[src/rtl/axi_axis_pkg.sv]
// Shared definitions for the AXI-Lite to AXI-Stream writer: register map,
// STATUS/CONTROL bit positions, response codes and channel state types.
package axi_axis_pkg;

    localparam logic [1:0] ADDR_DATA    = 2'd0;
    localparam logic [1:0] ADDR_STATUS  = 2'd1;
    localparam logic [1:0] ADDR_CONTROL = 2'd2;

    localparam int STAT_EMPTY   = 0;
    localparam int STAT_FULL    = 1;
    localparam int STAT_OVF     = 2;
    localparam int STAT_CNT_LSB = 8;

    localparam int CTRL_FLUSH   = 0;
    localparam int CTRL_CLR_OVF = 1;

    localparam logic [1:0] RESP_OKAY   = 2'b00;
    localparam logic [1:0] RESP_SLVERR = 2'b10;

    typedef enum logic {WR_COLLECT, WR_RESP} wr_state_t;
    typedef enum logic {RD_IDLE, RD_DATA} rd_state_t;

    function automatic logic [31:0] pack_status(input logic       empty,
                                                input logic       full,
                                                input logic       ovf,
                                                input logic [7:0] count);
        logic [31:0] s;
        s                     = '0;
        s[STAT_EMPTY]         = empty;
        s[STAT_FULL]          = full;
        s[STAT_OVF]           = ovf;
        s[STAT_CNT_LSB +: 8]  = count;
        return s;
    endfunction

endpackage

[src/rtl/axis_sync_fifo.sv]
// Single-clock first-word-fall-through FIFO with a registered head output,
// synchronous flush and push-while-full allowed when a pop happens alongside.
module axis_sync_fifo #(
    parameter  int WIDTH = 24,
    parameter  int DEPTH = 16,
    localparam int PTR_W = $clog2(DEPTH),
    localparam int CNT_W = PTR_W + 1
) (
    input  logic             clk,
    input  logic             rst,
    input  logic             push,
    input  logic [WIDTH-1:0] din,
    input  logic             pop,
    input  logic             flush,
    output logic [WIDTH-1:0] dout,
    output logic             empty,
    output logic             full,
    output logic [CNT_W-1:0] count
);

    localparam logic [CNT_W-1:0] FULL_CNT = CNT_W'(DEPTH);
    localparam logic [CNT_W-1:0] ONE_CNT  = CNT_W'(1);

    logic [WIDTH-1:0] r_mem [DEPTH];
    logic [PTR_W-1:0] r_rd_ptr;
    logic [PTR_W-1:0] r_wr_ptr;
    logic [PTR_W-1:0] w_rd_ptr_nxt;
    logic [CNT_W-1:0] r_count;
    logic [WIDTH-1:0] r_dout;
    logic             w_push_eff;
    logic             w_pop_eff;

    assign empty        = (r_count == '0);
    assign full         = (r_count == FULL_CNT);
    assign count        = r_count;
    assign dout         = r_dout;
    assign w_pop_eff    = pop && !empty;
    assign w_push_eff   = push && (!full || w_pop_eff);
    assign w_rd_ptr_nxt = r_rd_ptr + 1'b1;

    always_ff @(posedge clk) begin
        if (w_push_eff && !flush) begin
            r_mem[r_wr_ptr] <= din;
        end
    end

    always_ff @(posedge clk or posedge rst) begin
        if (rst) begin
            r_rd_ptr <= '0;
            r_wr_ptr <= '0;
            r_count  <= '0;
        end else if (flush) begin
            r_rd_ptr <= '0;
            r_wr_ptr <= '0;
            r_count  <= '0;
        end else begin
            if (w_push_eff) begin
                r_wr_ptr <= r_wr_ptr + 1'b1;
            end
            if (w_pop_eff) begin
                r_rd_ptr <= w_rd_ptr_nxt;
            end
            case ({w_push_eff, w_pop_eff})
                2'b10:   r_count <= r_count + 1'b1;
                2'b01:   r_count <= r_count - 1'b1;
                default: r_count <= r_count;
            endcase
        end
    end

    // Head register: the next entry comes from memory unless the FIFO is
    // (about to be) empty, in which case the incoming word bypasses memory.
    always_ff @(posedge clk or posedge rst) begin
        if (rst) begin
            r_dout <= '0;
        end else if (!flush) begin
            if (w_pop_eff && (r_count != ONE_CNT)) begin
                r_dout <= r_mem[w_rd_ptr_nxt];
            end else if ((w_pop_eff || empty) && w_push_eff) begin
                r_dout <= din;
            end
        end
    end

endmodule

[src/rtl/axi_axis_writer.sv]
// AXI4-Lite slave whose DATA register pushes words into a FIFO drained onto an
// AXI4-Stream master; STATUS/CONTROL expose level, sticky overflow and flush.
module axi_axis_writer
    import axi_axis_pkg::*;
#(
    parameter int AXI_ADDR_WIDTH  = 12,
    parameter int AXI_DATA_WIDTH  = 32,
    parameter int AXIS_DATA_WIDTH = 24,
    parameter int FIFO_DEPTH      = 16
) (
    input  logic                       aclk,
    input  logic                       areset,
    input  logic [AXI_ADDR_WIDTH-1:0]  s_axi_awaddr,
    input  logic                       s_axi_awvalid,
    output logic                       s_axi_awready,
    input  logic [AXI_DATA_WIDTH-1:0]  s_axi_wdata,
    input  logic                       s_axi_wvalid,
    output logic                       s_axi_wready,
    output logic [1:0]                 s_axi_bresp,
    output logic                       s_axi_bvalid,
    input  logic                       s_axi_bready,
    input  logic [AXI_ADDR_WIDTH-1:0]  s_axi_araddr,
    input  logic                       s_axi_arvalid,
    output logic                       s_axi_arready,
    output logic [AXI_DATA_WIDTH-1:0]  s_axi_rdata,
    output logic [1:0]                 s_axi_rresp,
    output logic                       s_axi_rvalid,
    input  logic                       s_axi_rready,
    output logic [AXIS_DATA_WIDTH-1:0] m_axis_tdata,
    output logic                       m_axis_tvalid,
    input  logic                       m_axis_tready
);

    localparam int CNT_W = $clog2(FIFO_DEPTH) + 1;

    wr_state_t                  r_wr_state;
    wr_state_t                  w_wr_state_nxt;
    rd_state_t                  r_rd_state;
    rd_state_t                  w_rd_state_nxt;
    logic                       r_run;
    logic                       r_aw_full;
    logic                       r_w_full;
    logic [AXI_ADDR_WIDTH-1:0]  r_awaddr;
    logic [AXI_DATA_WIDTH-1:0]  r_wdata;
    logic [1:0]                 r_bresp;
    logic [AXI_DATA_WIDTH-1:0]  r_rdata;
    logic                       r_ovf;

    logic                       w_aw_hs;
    logic                       w_w_hs;
    logic                       w_b_hs;
    logic                       w_ar_hs;
    logic                       w_exec;
    logic [1:0]                 w_wr_sel;
    logic                       w_push;
    logic                       w_pop;
    logic                       w_flush;
    logic                       w_clr_ovf;
    logic                       w_ovf_set;
    logic                       w_empty;
    logic                       w_full;
    logic [CNT_W-1:0]           w_count;
    logic                       w_unused;

    // Ready outputs stay low until the first clock after reset release so
    // that every output reads 0 for as long as areset is asserted.
    assign s_axi_awready = r_run && (r_wr_state == WR_COLLECT) && !r_aw_full;
    assign s_axi_wready  = r_run && (r_wr_state == WR_COLLECT) && !r_w_full;
    assign s_axi_bvalid  = (r_wr_state == WR_RESP);
    assign s_axi_bresp   = r_bresp;
    assign s_axi_arready = r_run && (r_rd_state == RD_IDLE);
    assign s_axi_rvalid  = (r_rd_state == RD_DATA);
    assign s_axi_rdata   = r_rdata;
    assign s_axi_rresp   = RESP_OKAY;
    assign m_axis_tvalid = !w_empty;

    assign w_aw_hs   = s_axi_awvalid && s_axi_awready;
    assign w_w_hs    = s_axi_wvalid && s_axi_wready;
    assign w_b_hs    = s_axi_bvalid && s_axi_bready;
    assign w_ar_hs   = s_axi_arvalid && s_axi_arready;
    assign w_wr_sel  = r_awaddr[3:2];
    assign w_push    = w_exec && (w_wr_sel == ADDR_DATA);
    assign w_pop     = m_axis_tvalid && m_axis_tready;
    assign w_flush   = w_exec && (w_wr_sel == ADDR_CONTROL) && r_wdata[CTRL_FLUSH];
    assign w_clr_ovf = w_exec && (w_wr_sel == ADDR_CONTROL) && r_wdata[CTRL_CLR_OVF];
    assign w_ovf_set = w_push && w_full && !w_pop;
    assign w_unused  = ^{r_awaddr, r_wdata, s_axi_araddr};

    always_ff @(posedge aclk or posedge areset) begin
        if (areset) begin
            r_run <= 1'b0;
        end else begin
            r_run <= 1'b1;
        end
    end

    always_ff @(posedge aclk or posedge areset) begin
        if (areset) begin
            r_wr_state <= WR_COLLECT;
            r_rd_state <= RD_IDLE;
        end else begin
            r_wr_state <= w_wr_state_nxt;
            r_rd_state <= w_rd_state_nxt;
        end
    end

    always_comb begin
        w_wr_state_nxt = r_wr_state;
        w_exec         = 1'b0;
        case (r_wr_state)
            WR_COLLECT: begin
                if (r_aw_full && r_w_full) begin
                    w_exec         = 1'b1;
                    w_wr_state_nxt = WR_RESP;
                end
            end
            WR_RESP: begin
                if (s_axi_bready) begin
                    w_wr_state_nxt = WR_COLLECT;
                end
            end
            default: w_wr_state_nxt = WR_COLLECT;
        endcase
    end

    always_comb begin
        w_rd_state_nxt = r_rd_state;
        case (r_rd_state)
            RD_IDLE: begin
                if (w_ar_hs) begin
                    w_rd_state_nxt = RD_DATA;
                end
            end
            RD_DATA: begin
                if (s_axi_rready) begin
                    w_rd_state_nxt = RD_IDLE;
                end
            end
            default: w_rd_state_nxt = RD_IDLE;
        endcase
    end

    always_ff @(posedge aclk or posedge areset) begin
        if (areset) begin
            r_aw_full <= 1'b0;
            r_w_full  <= 1'b0;
        end else if (w_b_hs) begin
            r_aw_full <= 1'b0;
            r_w_full  <= 1'b0;
        end else begin
            if (w_aw_hs) begin
                r_aw_full <= 1'b1;
            end
            if (w_w_hs) begin
                r_w_full <= 1'b1;
            end
        end
    end

    always_ff @(posedge aclk) begin
        if (w_aw_hs) begin
            r_awaddr <= s_axi_awaddr;
        end
        if (w_w_hs) begin
            r_wdata <= s_axi_wdata;
        end
    end

    // A same-cycle overflow beats a clear request so no drop goes unreported.
    always_ff @(posedge aclk or posedge areset) begin
        if (areset) begin
            r_ovf   <= 1'b0;
            r_bresp <= RESP_OKAY;
        end else begin
            if (w_ovf_set) begin
                r_ovf <= 1'b1;
            end else if (w_clr_ovf) begin
                r_ovf <= 1'b0;
            end
            if (w_exec) begin
                r_bresp <= w_ovf_set ? RESP_SLVERR : RESP_OKAY;
            end
        end
    end

    always_ff @(posedge aclk or posedge areset) begin
        if (areset) begin
            r_rdata <= '0;
        end else if (w_ar_hs) begin
            if (s_axi_araddr[3:2] == ADDR_STATUS) begin
                r_rdata <= pack_status(w_empty, w_full, r_ovf, 8'(w_count));
            end else begin
                r_rdata <= '0;
            end
        end
    end

    axis_sync_fifo #(
        .WIDTH (AXIS_DATA_WIDTH),
        .DEPTH (FIFO_DEPTH)
    ) u_fifo (
        .clk   (aclk),
        .rst   (areset),
        .push  (w_push),
        .din   (r_wdata[AXIS_DATA_WIDTH-1:0]),
        .pop   (w_pop),
        .flush (w_flush),
        .dout  (m_axis_tdata),
        .empty (w_empty),
        .full  (w_full),
        .count (w_count)
    );

endmodule

[config.mk]
export PLATFORM = sky130hd
export DESIGN_NAME = axi_axis_writer
export DESIGN_NICKNAME = d
export VERILOG_FILES = /design/src/rtl/axi_axis_pkg.sv /design/src/rtl/axis_sync_fifo.sv /design/src/rtl/axi_axis_writer.sv
export SDC_FILE = /design/constraint.sdc
export NUM_CORES = 1
export LEC_CHECK = 0
export BUFFER_PORTS_ARGS = -buffer_cell sky130_fd_sc_hd__buf_2
export CORE_MARGIN = 8
export CORE_UTILIZATION = 40
export CTS_CLUSTER_SIZE = 14
export DETAILED_ROUTE_END_ITERATION = 8
export PLACE_DENSITY = 0.53
export SYNTH_ARGS = -nofsm -noshare
export SYNTH_HDL_FRONTEND = slang
export SYNTH_HIERARCHICAL = 1
export SYNTH_SLANG_ARGS = --single-unit
[constraint.sdc]
create_clock -name aclk -period 7.4 [get_ports aclk]
set_input_delay 0.74 -clock aclk [delete_from_list [all_inputs] [get_ports aclk]]
set_output_delay 0.74 -clock aclk [all_outputs]
set_load 0.05 [all_outputs]
==> reports/qor.txt <==
Layout cells sized above 1 -> 0.252
Slew Viols, Final -> 0
Synth Cell Area -> 18500 sq um
# rows -> 79
Cell Pwr Density -> 388 nW/um^2
Netlist cell types -> 55
TritonCTS clock tree -> done
Initial antenna violation count -> 0
Max Clock Freq -> 0.260 GHz
GR Util met1 -> 0.208
Number of DRC markers in iteration 0 -> 749
Worst-margin pin slew -> 1.13 ns
Pre-antenna DRT Iters -> 4
Max VDD drop -> 0.182 mV
Main synth FF type -> edfxtp_1
GRT busiest layer -> met2
Setup Skew -> 0.0130 ns
Reg power frac -> 0.400
Worst Path Required -> 7.80 ns
Via Count -> 9257
Largest net degree at the start of global routing -> 49
P_leak -> 7.24 nW
DRC -> 0
Crit path DAT -> 4.25 ns
Async SR Flop Fraction -> 0.113
Starting density of the core -> 0.401
Rel. slew slack -> 0.246
CP top delay family -> buffers and inverters
Post CTS Setup Buffer Count -> 0
Top Ports -> 130
Die H -> 231 um
Net switching power -> 2.72 mW
GR Layer Usage met2 -> 0.254
Clk slew on worst S/H paths -> 0.06 ns
Syn_area_per_cell -> 18.1 sq um
EDFF count, synth -> 410
M3 GR Usage -> 0.0260
Fill cell count -> 3973
Final setup vio count -> 0
Critical path's largest stage delay -> 0.85 ns
Grt total ovfl -> 0
Hold buffers post-CTS -> 0
Internal Power -> 5.44 mW
Crit-path slowest cell -> buf_4
RSZ-0062 raised after global routing -> no
GP Congestion -> 0.742
Hold Path Class -> primary input to asynchronous set/reset pin
Die area -> 53500 sq um
DR vias/cell -> 5.24
Maximum clock path buffer count -> 3
Sequential share of the synthesized area -> 0.735
CTS resizes -> 0
Area delta synth->final -> 13.5%
Final worst-path cycle share -> 0.519
Critical path buffers and inverters -> 2
Wire per inst -> 23.2 um
Comb pwr share -> 0.313
Nets@finish -> 1194
Vias in the first global route -> 9693
Crit path cell chain -> buf_4, buf_4, mux4_2, a21boi_0, nor4_1, o31ai_1
CP Class -> register to register
Ant. Diodes -> 0
Setup_tns -> 0 ns
Yosys warnings -> 6
IO Port Bufs -> 74
Cells after Synth -> 1025
Antenna viol nets, final -> 0
Crit end category -> register
Max-cap violations -> 0
Root Driver -> clkbuf_16
Clock share of power -> 0.287
GR Util All Layers -> 0.154
Post-Route WL -> 41.1 mm
CTS Sinks -> 462
#FFs+latches synth -> 462
H-tree levels -> 2
CTS Buf Count -> 49
Core area -> 46200 sq um
First-pass GRT wire length -> 62.2 mm
Final hold vios -> 0
CP startpoint kind -> register
Most frequent CP cell -> buf_4
Final worst slack -> 3.56 ns
Status -> finished clean
Post-DP HPWL -> 22.5 mm
Worst-skew pair later-pin latency -> 0.57 ns
Final min period -> 3.84 ns
Die W -> 231 um
Max Fanout on Critical Path -> 43
Sw frac -> 0.333
Pre-CTS WS -> 3.34 ns
## synthesized netlist by cell type, drive strengths merged, types with 2 or more instances
cell	number	share of area
nand3b	5	0.0022
nor3	10	0.0027
xor2	5	0.0024
clkbuf	21	0.0047
and3	2	0.00068
o21ai	20	0.0056
nand2b	2	0.00068
a31oi	3	0.0017
and3b	2	0.00095
a21oi	4	0.0011
o31ai	25	0.011
edfxtp	410	0.66
buf	58	0.024
ha	9	0.0061
a21boi	49	0.020
nor3b	4	0.0016
xnor2	4	0.0019
inv	61	0.012
nor2b	3	0.0011
nor4	24	0.0081
o22ai	24	0.0081
nor2	54	0.011
nand3	2	0.00054
nand2	57	0.012
dfrtp	52	0.070
conb	2	0.00041
mux4	96	0.12
## per-stage QoR
step | total power, mW | utilization | hold slack, ns | area (sq um) | std cells
2_1_floorplan | 5.28 | - | 0.487 | 18600 | 1051
3_3_place_gp | 5.90 | 0.423 | 0.456 | 19500 | 1677
3_5_place_dp | 5.91 | 0.423 | 0.462 | 19500 | 1677
4_1_cts | 8.28 | 0.456 | 0.239 | 21000 | 1767
5_1_grt | 8.56 | 0.456 | 0.295 | 21000 | 1767
6_report | 8.16 | 0.456 | 0.256 | 21000 | 1767
## metal layers
layer / vias to the layer above / share of wire
li1: 4147 / -
met1: 4795 / 0.44
met2: 252 / 0.48
met3: 63 / 0.054
met4: 0 / 0.022
met5: - / 0
## registers in the layout, indices dropped and copies added, names as in the netlist
| signal | flops |
|---|---|
| s_axi_rvalid | 1 |
| s_axi_bvalid | 1 |
| r_wdata | 24 |
| u_fifo/r_rd_ptr | 4 |
| r_awaddr | 2 |
| s_axi_bresp | 1 |
| s_axi_rdata | 8 |
| u_fifo/r_wr_ptr | 4 |
| u_fifo/dout | 24 |
| r_ovf | 1 |
| u_fifo/count | 5 |
| u_fifo/r_mem | 384 |
| r_run | 1 |
| r_w_full | 1 |
| r_aw_full | 1 |
## worst paths after layout
check | startpoint | endpoint | slack, ns | cells past startpoint
max | u_fifo/r_rd_ptr[0] | u_fifo/dout[9] | 3.56 | 6
min reg2reg | u_fifo/dout[9] | u_fifo/dout[9] | 0.47 | 2
min | areset | s_axi_rdata[11] | 0.26 | 2
min in group aclk | s_axi_rready | s_axi_rvalid | 0.33 | 2
max in group asynchronous | areset | u_fifo/r_rd_ptr[0] | 6.24 | 2
max reg2reg | u_fifo/r_rd_ptr[0] | u_fifo/dout[9] | 3.56 | 6
## cell families after synthesis
group                      Yosys count  synth area share
DFF                                462             0.735
adders and majority gates            9           0.00608
AOI/OAI and AO/OA                  133            0.0513
buffers and inverters              140            0.0407
xor gates and xnor gates             9           0.00425
and+or+nand+nor                    173            0.0454
other                                2          0.000405
muxes                               97             0.117
## cell usage in the layout, fill, tap and decap left out, types with 3 or more instances in the layout
cell / netlist / final
a21boi_0: 45 / 45
a21boi_1: 4 / 4
a21oi_1: 4 / 3
buf_2: 15 / 74
buf_4: 30 / 24
clkbuf_1: 19 / 16
clkbuf_16: 0 / 51
clkbuf_8: 0 / 3
clkinv_1: 0 / 8
clkinv_2: 0 / 8
conb_1: 2 / 28
dfrtp_1: 52 / 51
edfxtp_1: 410 / 410
ha_1: 9 / 8
inv_1: 61 / 60
mux4_2: 96 / 96
nand2_1: 57 / 57
nand3b_1: 4 / 4
nor2_1: 54 / 42
nor2_2: 0 / 8
nor2_4: 0 / 4
nor3_1: 10 / 5
nor3_2: 0 / 5
nor3b_1: 4 / 4
nor4_1: 24 / 24
o21ai_0: 4 / 4
o21ai_1: 15 / 14
o22ai_1: 24 / 24
o31ai_1: 24 / 24
xnor2_1: 4 / 4
xor2_1: 5 / 5
## final cells by class
cell class | count | area, sq um | share of cell area
tap | 607 | 759 | 0.0361
inverter | 61 | 229 | 0.0109
sequential | 462 | 13600 | 0.647
clock buffer | 70 | 1380 | 0.0655
clock inverter | 20 | 150 | 0.00714
timing repair buffer | 98 | 551 | 0.0262
multi-input combinational | 449 | 4360 | 0.207
## power groups by stage
stage	registers, mW	clock network [mW]	logic (mW)
after floorplan	3.45	0	1.83
after global placement	3.32	0	2.59
after detailed placement	3.32	0	2.59
after CTS	3.27	2.41	2.59
after global routing	3.30	2.50	2.76
final	3.26	2.34	2.56
## worst reg2reg max path, cell delays in order, from the launching register on
cell	delay, ns
dfrtp_4	0.80
buf_4	0.68
buf_4	0.87
mux4_2	0.60
a21boi_0	0.14
nor4_1	0.46
o31ai_1	0.14
Power figures use the tool's default switching activity.
